<file path="src/rtl/clock_gen_pkg.sv">
// -----------------------------------------------------------------------------
// clock_gen_pkg
// Shared definitions for the programmable clock divider.
//   DIV_W   : default divisor width
//   div_t   : divisor type, logic [DIV_W-1:0]
//   sat_div : maps a divisor of 0 to 1 (0 is treated as "divide by one")
// -----------------------------------------------------------------------------
package clock_gen_pkg;

  localparam int DIV_W = 8;

  typedef logic [DIV_W-1:0] div_t;

  function automatic div_t sat_div(input div_t d);
    return (d == '0) ? div_t'(1) : d;
  endfunction

endpackage

</file>
<file path="src/rtl/clock_gen_phase.sv">
// -----------------------------------------------------------------------------
// clock_gen_phase
// Phase counter and terminal-count compare for clock_gen. The counter advances
// while run is high and wraps to 0 on terminal count; while run is low it is
// held at 0 so a restart always begins a full phase.
// Ports:
//   clock  : reference clock (rising edge)
//   rst_n  : asynchronous active-low reset
//   run    : advance the counter this cycle
//   n_act  : active divisor (never 0)
//   tc     : combinational terminal-count pulse, cnt == n_act-1 while running
// -----------------------------------------------------------------------------
module clock_gen_phase
  import clock_gen_pkg::*;
#(
  parameter int DIV_W = clock_gen_pkg::DIV_W
) (
  input  logic             clock,
  input  logic             rst_n,
  input  logic             run,
  input  logic [DIV_W-1:0] n_act,
  output logic             tc
);

  logic [DIV_W-1:0] cnt;

  assign tc = run && (cnt == (n_act - DIV_W'(1)));

  // NOTE: state registers use non-blocking assignments so every flop samples
  // the pre-edge values of its neighbours, matching the hardware.
  always_ff @(posedge clock or negedge rst_n) begin
    if (!rst_n) begin
      cnt <= '0;
    end else if (!run || tc) begin
      cnt <= '0;
    end else begin
      cnt <= cnt + DIV_W'(1);
    end
  end

endmodule

</file>
<file path="src/rtl/clock_gen.sv">
// -----------------------------------------------------------------------------
// clock_gen
// Programmable clock divider producing the registered, 50 % duty strobe clock
// CLK from the reference clock. Each high or low phase lasts N reference
// cycles of the divisor active when the phase began, so CLK period is 2*N.
// New divisors are held pending and only take effect at a phase boundary.
// Optional feature: define CLOCK_GEN_CNT_EN to add the 32-bit period_cnt port.
// Ports:
//   clock      : reference clock (rising edge)
//   rst_n      : asynchronous active-low reset; forces CLK low immediately
//   en         : run enable; when low, a high phase finishes then CLK parks low
//   div        : new divisor N (0 is treated as 1)
//   div_load   : single-cycle strobe capturing div
//   CLK        : divided clock output
//   rise       : one-cycle pulse on the edge that drives CLK high
//   fall       : one-cycle pulse on the edge that drives CLK low
//   busy       : a loaded divisor is pending and not yet active
//   period_cnt : completed CLK periods (only with CLOCK_GEN_CNT_EN)
// -----------------------------------------------------------------------------
module clock_gen
  import clock_gen_pkg::*;
#(
  parameter int DIV_W       = clock_gen_pkg::DIV_W,
  parameter int DEFAULT_DIV = 2
) (
  input  logic             clock,
  input  logic             rst_n,
  input  logic             en,
  input  logic [DIV_W-1:0] div,
  input  logic             div_load,
  output logic             CLK,
  output logic             rise,
  output logic             fall,
  output logic             busy
`ifdef CLOCK_GEN_CNT_EN
  ,
  output logic [31:0]      period_cnt
`endif
);

  localparam logic [DIV_W-1:0] DEF_DIV = DIV_W'(DEFAULT_DIV);

  logic [DIV_W-1:0] n_act;
  logic [DIV_W-1:0] n_pend;
  logic [DIV_W-1:0] div_sat;
  logic             run;
  logic             tc;

  // A divisor of 0 behaves as divide-by-one.
  assign div_sat = (div == '0) ? DIV_W'(1) : div;

  // The counter keeps running while CLK is high even with en low, so the
  // current high phase completes before CLK parks low. With CLK low and en
  // low the counter is held at 0, so no rising edge can be produced.
  assign run = en | CLK;

  clock_gen_phase #(
    .DIV_W (DIV_W)
  ) u_phase (
    .clock (clock),
    .rst_n (rst_n),
    .run   (run),
    .n_act (n_act),
    .tc    (tc)
  );

  always_ff @(posedge clock or negedge rst_n) begin
    if (!rst_n) begin
      CLK    <= 1'b0;
      rise   <= 1'b0;
      fall   <= 1'b0;
      busy   <= 1'b0;
      n_act  <= DEF_DIV;
      n_pend <= DEF_DIV;
    end else begin
      // tc with CLK low implies en is high, so a low-to-high toggle can only
      // happen while enabled.
      rise <= tc & ~CLK;
      fall <= tc &  CLK;

      if (tc) begin
        CLK <= ~CLK;
      end

      if (div_load) begin
        n_pend <= div_sat;
      end

      // A load landing on the boundary bypasses the pending register so the
      // very next phase already uses it.
      if (tc) begin
        n_act <= div_load ? div_sat : n_pend;
      end

      if (div_load && !tc) begin
        busy <= 1'b1;
      end else if (tc) begin
        busy <= 1'b0;
      end
    end
  end

`ifdef CLOCK_GEN_CNT_EN
  // Counts completed periods; updates on the same edge as the fall pulse and
  // wraps naturally at 2^32.
  always_ff @(posedge clock or negedge rst_n) begin
    if (!rst_n) begin
      period_cnt <= '0;
    end else if (tc && CLK) begin
      period_cnt <= period_cnt + 32'd1;
    end
  end
`endif

endmodule

</file>
<file path="config.mk">
export PLATFORM = sky130hd
export DESIGN_NAME = clock_gen
export DESIGN_NICKNAME = d
export VERILOG_FILES = /design/src/rtl/clock_gen_pkg.sv /design/src/rtl/clock_gen_phase.sv /design/src/rtl/clock_gen.sv
export SDC_FILE = /design/constraint.sdc
export NUM_CORES = 1
export LEC_CHECK = 0
export CAP_MARGIN = 20
export CORE_MARGIN = 8
export CORE_UTILIZATION = 49
export DETAILED_ROUTE_END_ITERATION = 7
export PLACE_DENSITY = 0.82
export SLEW_MARGIN = 20
export SYNTH_ARGS = -nofsm -noshare
export SYNTH_HDL_FRONTEND = slang
export SYNTH_SLANG_ARGS = --single-unit
</file>
<file path="constraint.sdc">
create_clock -name clock -period 2.5 [get_ports clock]
set_input_delay 0.5 -clock clock [delete_from_list [all_inputs] [get_ports clock]]
set_output_delay 0.5 -clock clock [all_outputs]
set_load 0.01 [all_outputs]
</file>
==> key figures <==
Power and ir drop
  • Total design power: 0.8484 mW
  • Int Power: approximately 0.67 mW
  • Fraction of power consumed by sequential logic: 56.6%
  • Switching portion of total power: a little over a fifth
  • Share of total power in combinational logic: between 8 and 9%
  • Switching power summed over all nets: about 0.18 mW
  • Leak Pwr: roughly 0.77 nW
  • Power per standard cell area: 520.0 mW/mm^2
  • Peak supply drop: 0.0005271 V
  • Part of the total power dissipated in the clock network: around a third

Place
  • Dpl cell area: between 0.0015 and 0.002 mm^2
  • Buffers on Ports: 15
  • HPWL Detailed: between 1500 and 2000 um
  • Number of placed instances, taps included: between 150 and 200
  • Final GP Congestion: just over 0.9

Worst setup path
  • Arrival time of data at the critical path endpoint: between 2 and 3 ns
  • Capturing element type of the critical path: flip-flop
  • Reg2reg path depth: 8
  • Critical path's slowest cell: sky130_fd_sc_hd__dfrtp_1
  • Required time worst endpoint: around 2.7 ns
  • Worst reg2reg path endpoint: n_act[7]
  • Critical R2R Launch: n_act[0]
  • Startpoint of the most critical setup path: n_act[0]
  • Register-to-register setup slack: about 0.13 ns
  • CP cell instances: inv_1 -> ha_1 -> xor3_1 -> nor3_2 -> o21ai_1 -> nor4_4 -> buf_6 -> mux2_2
  • Type of the worst setup path: reg2reg
  • CP top delay family: flip-flops
  • Largest fanout of any net on the critical path: 9
  • CP startpoint kind: flip-flop
  • Delay contributed by the slowest stage of the critical path: approximately 0.5 ns
  • CP Buf/Inv Count: 2

Routing
  • Initial DRC Count: between 40 and 50
  • Antenna Violating Nets Remaining: 0
  • Drt wl/cell: between 15 and 20 um
  • Routed WL: between 2000 and 3000 um
  • Via count normalized by instance count: around 5.5
  • 1st-pass router iterations: 4
  • Routed vias: roughly 890
  • Drt drc: 0

Global route
  • Residual overflow from global routing: 0
  • Pin count of the biggest net entering global routing: 29
  • Met3 Resource Use GR: 2.908%
  • Highest-utilization routing layer at the global route stage: met2
  • Vias in the first global route: around 1000
  • Initial antenna violation count: 0
  • Met1 Usage GRT: about an eighth
  • Met2 Usage GRT: between 20% and 30%
  • Total routing usage reported by global routing: 12.66%
  • Wire length of the first global-routing pass: 4526 um

Floorplanning
  • Std-Cell Rows: 19
  • Starting Density: slightly above 50%
  • Vertical extent of the die: roughly 69 um
  • Chip width: slightly below 70 um
  • Die area: 0.004700 mm^2
  • Core footprint: between 0.002 and 0.003 mm^2
  • Io pins: 16

Timing
  • Share of the cycle needed by the critical path after routing: between 90% and 100%
  • Final hold violation count: 0
  • Max-slew violations: 0
  • Max Fclk: roughly 420 MHz
  • Setup_tns: 0 ns
  • Worst slew margin: about 60%
  • Worst-Margin Slew: 0.5964 ns
  • Worst-case clock skew: about 0.0083 ns
  • Minimum clock period: between 2 and 2.5 ns
  • Unrepaired setup endpoints after global routing: false
  • Worst Hold Slack: approximately 0.52 ns
  • Setup violators final: 0

Logic synthesis
  • Proportion of synthesized chip area in sequential cells: 51.94%
  • Netlist area before placement: approximately 0.0014 mm^2
  • Ranking of synthesized cells by area: sky130_fd_sc_hd__dfrtp_1 (48%), sky130_fd_sc_hd__mux2_2 (13%), sky130_fd_sc_hd__xor2_1 (6.5%)
  • Total nets after synthesis: 125
  • Synth warn: 0
  • Area fraction of the dominant cell type after synthesis: approximately half
  • Synth Area in Simple Gates: 14.23%
  • Xor and xnor area share after synthesis: 12.11%
  • Cell accounting for the most synthesized area: sky130_fd_sc_hd__dfrtp_1
  • Mean post-synth cell area: ~12 um^2
  • Number of distinct library cells after synthesis: 26
  • Share of the synthesized area in compound gates (AO/OA/AOI/OAI): 4.898%
  • Combinational family with the most area after synthesis: simple AND/OR/NAND/NOR gates
  • Number of register bits inferred by synthesis: 28
  • Synth Instances: ~110
  • Proportion of synthesized area in mux cells: between 10% and 20%
  • Adder and majority gate portion of the synthesized area: 1.848%

Cells and area
  • Non-filler cells in the finished layout: 163
  • Fraction of layout cells with a size suffix above 1: a little under a quarter
  • Final design area excluding fillers: approximately 0.0016 mm^2
  • Net count of the finished layout: between 100 and 150
  • Area Overhead vs Synth: 20.52%
  • ANT cells: 0

Outcome
  • Result of the run: completed

Job
  • Max-cap violation count: 0

Clock network
  • Clock input transition at the sequential cells of the worst setup and hold paths: 0.15 ns
  • Max Buffers Root-to-Sink: 2
  • TritonCTS Buffers: 3
  • Number of clock sinks: 28
  • CTS hold repair buffers: 0
  • Root Buffer Master: sky130_fd_sc_hd__clkbuf_4
  • CTS H-tree lvls: 1
  • Latest clock arrival within the worst-skew pair: roughly 0.34 ns
  • CTS tree: yes

Worst hold path
  • Hold Path Class: in2async
layer usage:
layer,vias up,part of all wire (%)
met5,-,0
met4,0,4.1
met3,10,4.3
met2,18,51
met1,434,41
li1,430,-
Yosys cell counts, drive strengths merged:
master / count
o32ai: 1
buf: 1
dfrtp: 26
and2: 2
xnor2: 6
xor3: 1
nand2: 1
nor2: 12
ha: 2
o22ai: 1
nor2b: 1
nor3b: 1
xor2: 10
mux2: 16
nor4: 3
dfstp: 2
o21ai: 2
a21oi: 4
nand3: 5
and3: 4
nor3: 5
o211ai: 1
nand3b: 1
inv: 3
cells by family (layout without fill, tap and decap cells):
logic type | after synthesis | count (layout)
flops | 28 | 28
compound gates | 9 | 9
simple gates | 35 | 35
xor+xnor | 17 | 17
fa+ha+maj | 2 | 2
mux | 16 | 16
buf+inv | 4 | 25
placed cells by master (no fill, tap or decap), drive strengths merged, types with 4 or more instances in the layout:
cell type	Yosys	routed
dfrtp	26	26
mux2	16	16
nand3	5	5
nor3	5	5
and3	4	4
xor2	10	10
a21oi	4	4
nor2	12	12
clkdlybuf4s50	0	15
xnor2	6	6
layout make-up:
| type | count | area [um^2] |
|---|---|---|
| multi-input combinational | 79 | 649.4 |
| sequential | 28 | 703.2 |
| clock buffer | 3 | 22.52 |
| fill | 209 | 1055 |
| clock inverter | 1 | 30.03 |
| timing repair buffer | 18 | 176.4 |
| tap | 31 | 38.79 |
| inverter | 3 | 11.26 |
power by group through the flow:
stage                     registers [mW]  logic [mW]  clock network (mW)
after floorplan                    0.486      0.0336                   0
after global placement             0.488      0.0647                   0
after detailed placement           0.489      0.0676                   0
after CTS                          0.480      0.0682               0.303
after global routing               0.482      0.0776               0.320
final                              0.480      0.0698               0.298
worst max path at each step:
stage                          end  slack [ns]  cells past startpoint
after floorplan           n_act[0]        0.20                      7
after global routing      n_act[0]        0.04                      8
after global placement    n_act[7]        0.25                      8
after detailed placement  n_act[7]        0.14                      8
after CTS                 n_act[7]        0.06                      8
final                     n_act[7]        0.13                      8
metrics by stage:
step / utilization, % / setup WS [ns]
2_1_floorplan: - / 0.2011
3_3_place_gp: 57.57 / 0.2488
3_5_place_dp: 57.57 / 0.1407
4_1_cts: 59.52 / 0.05660
5_1_grt: 60.74 / 0.03800
6_report: 60.74 / 0.1312
state kept, by name (all words and copies together), names as in the netlist:
register	count
n_act	8
n_pend	8
u_phase.cnt	8
rise	1
fall	1
CLK	1
busy	1
repair_timing:
action | CTS | global route
resized for setup | 0 | 5
setup buffers | 0 | 1
setup endpoints to repair | 0 | 17
Note: power is estimated with default switching activity, not from simulation.
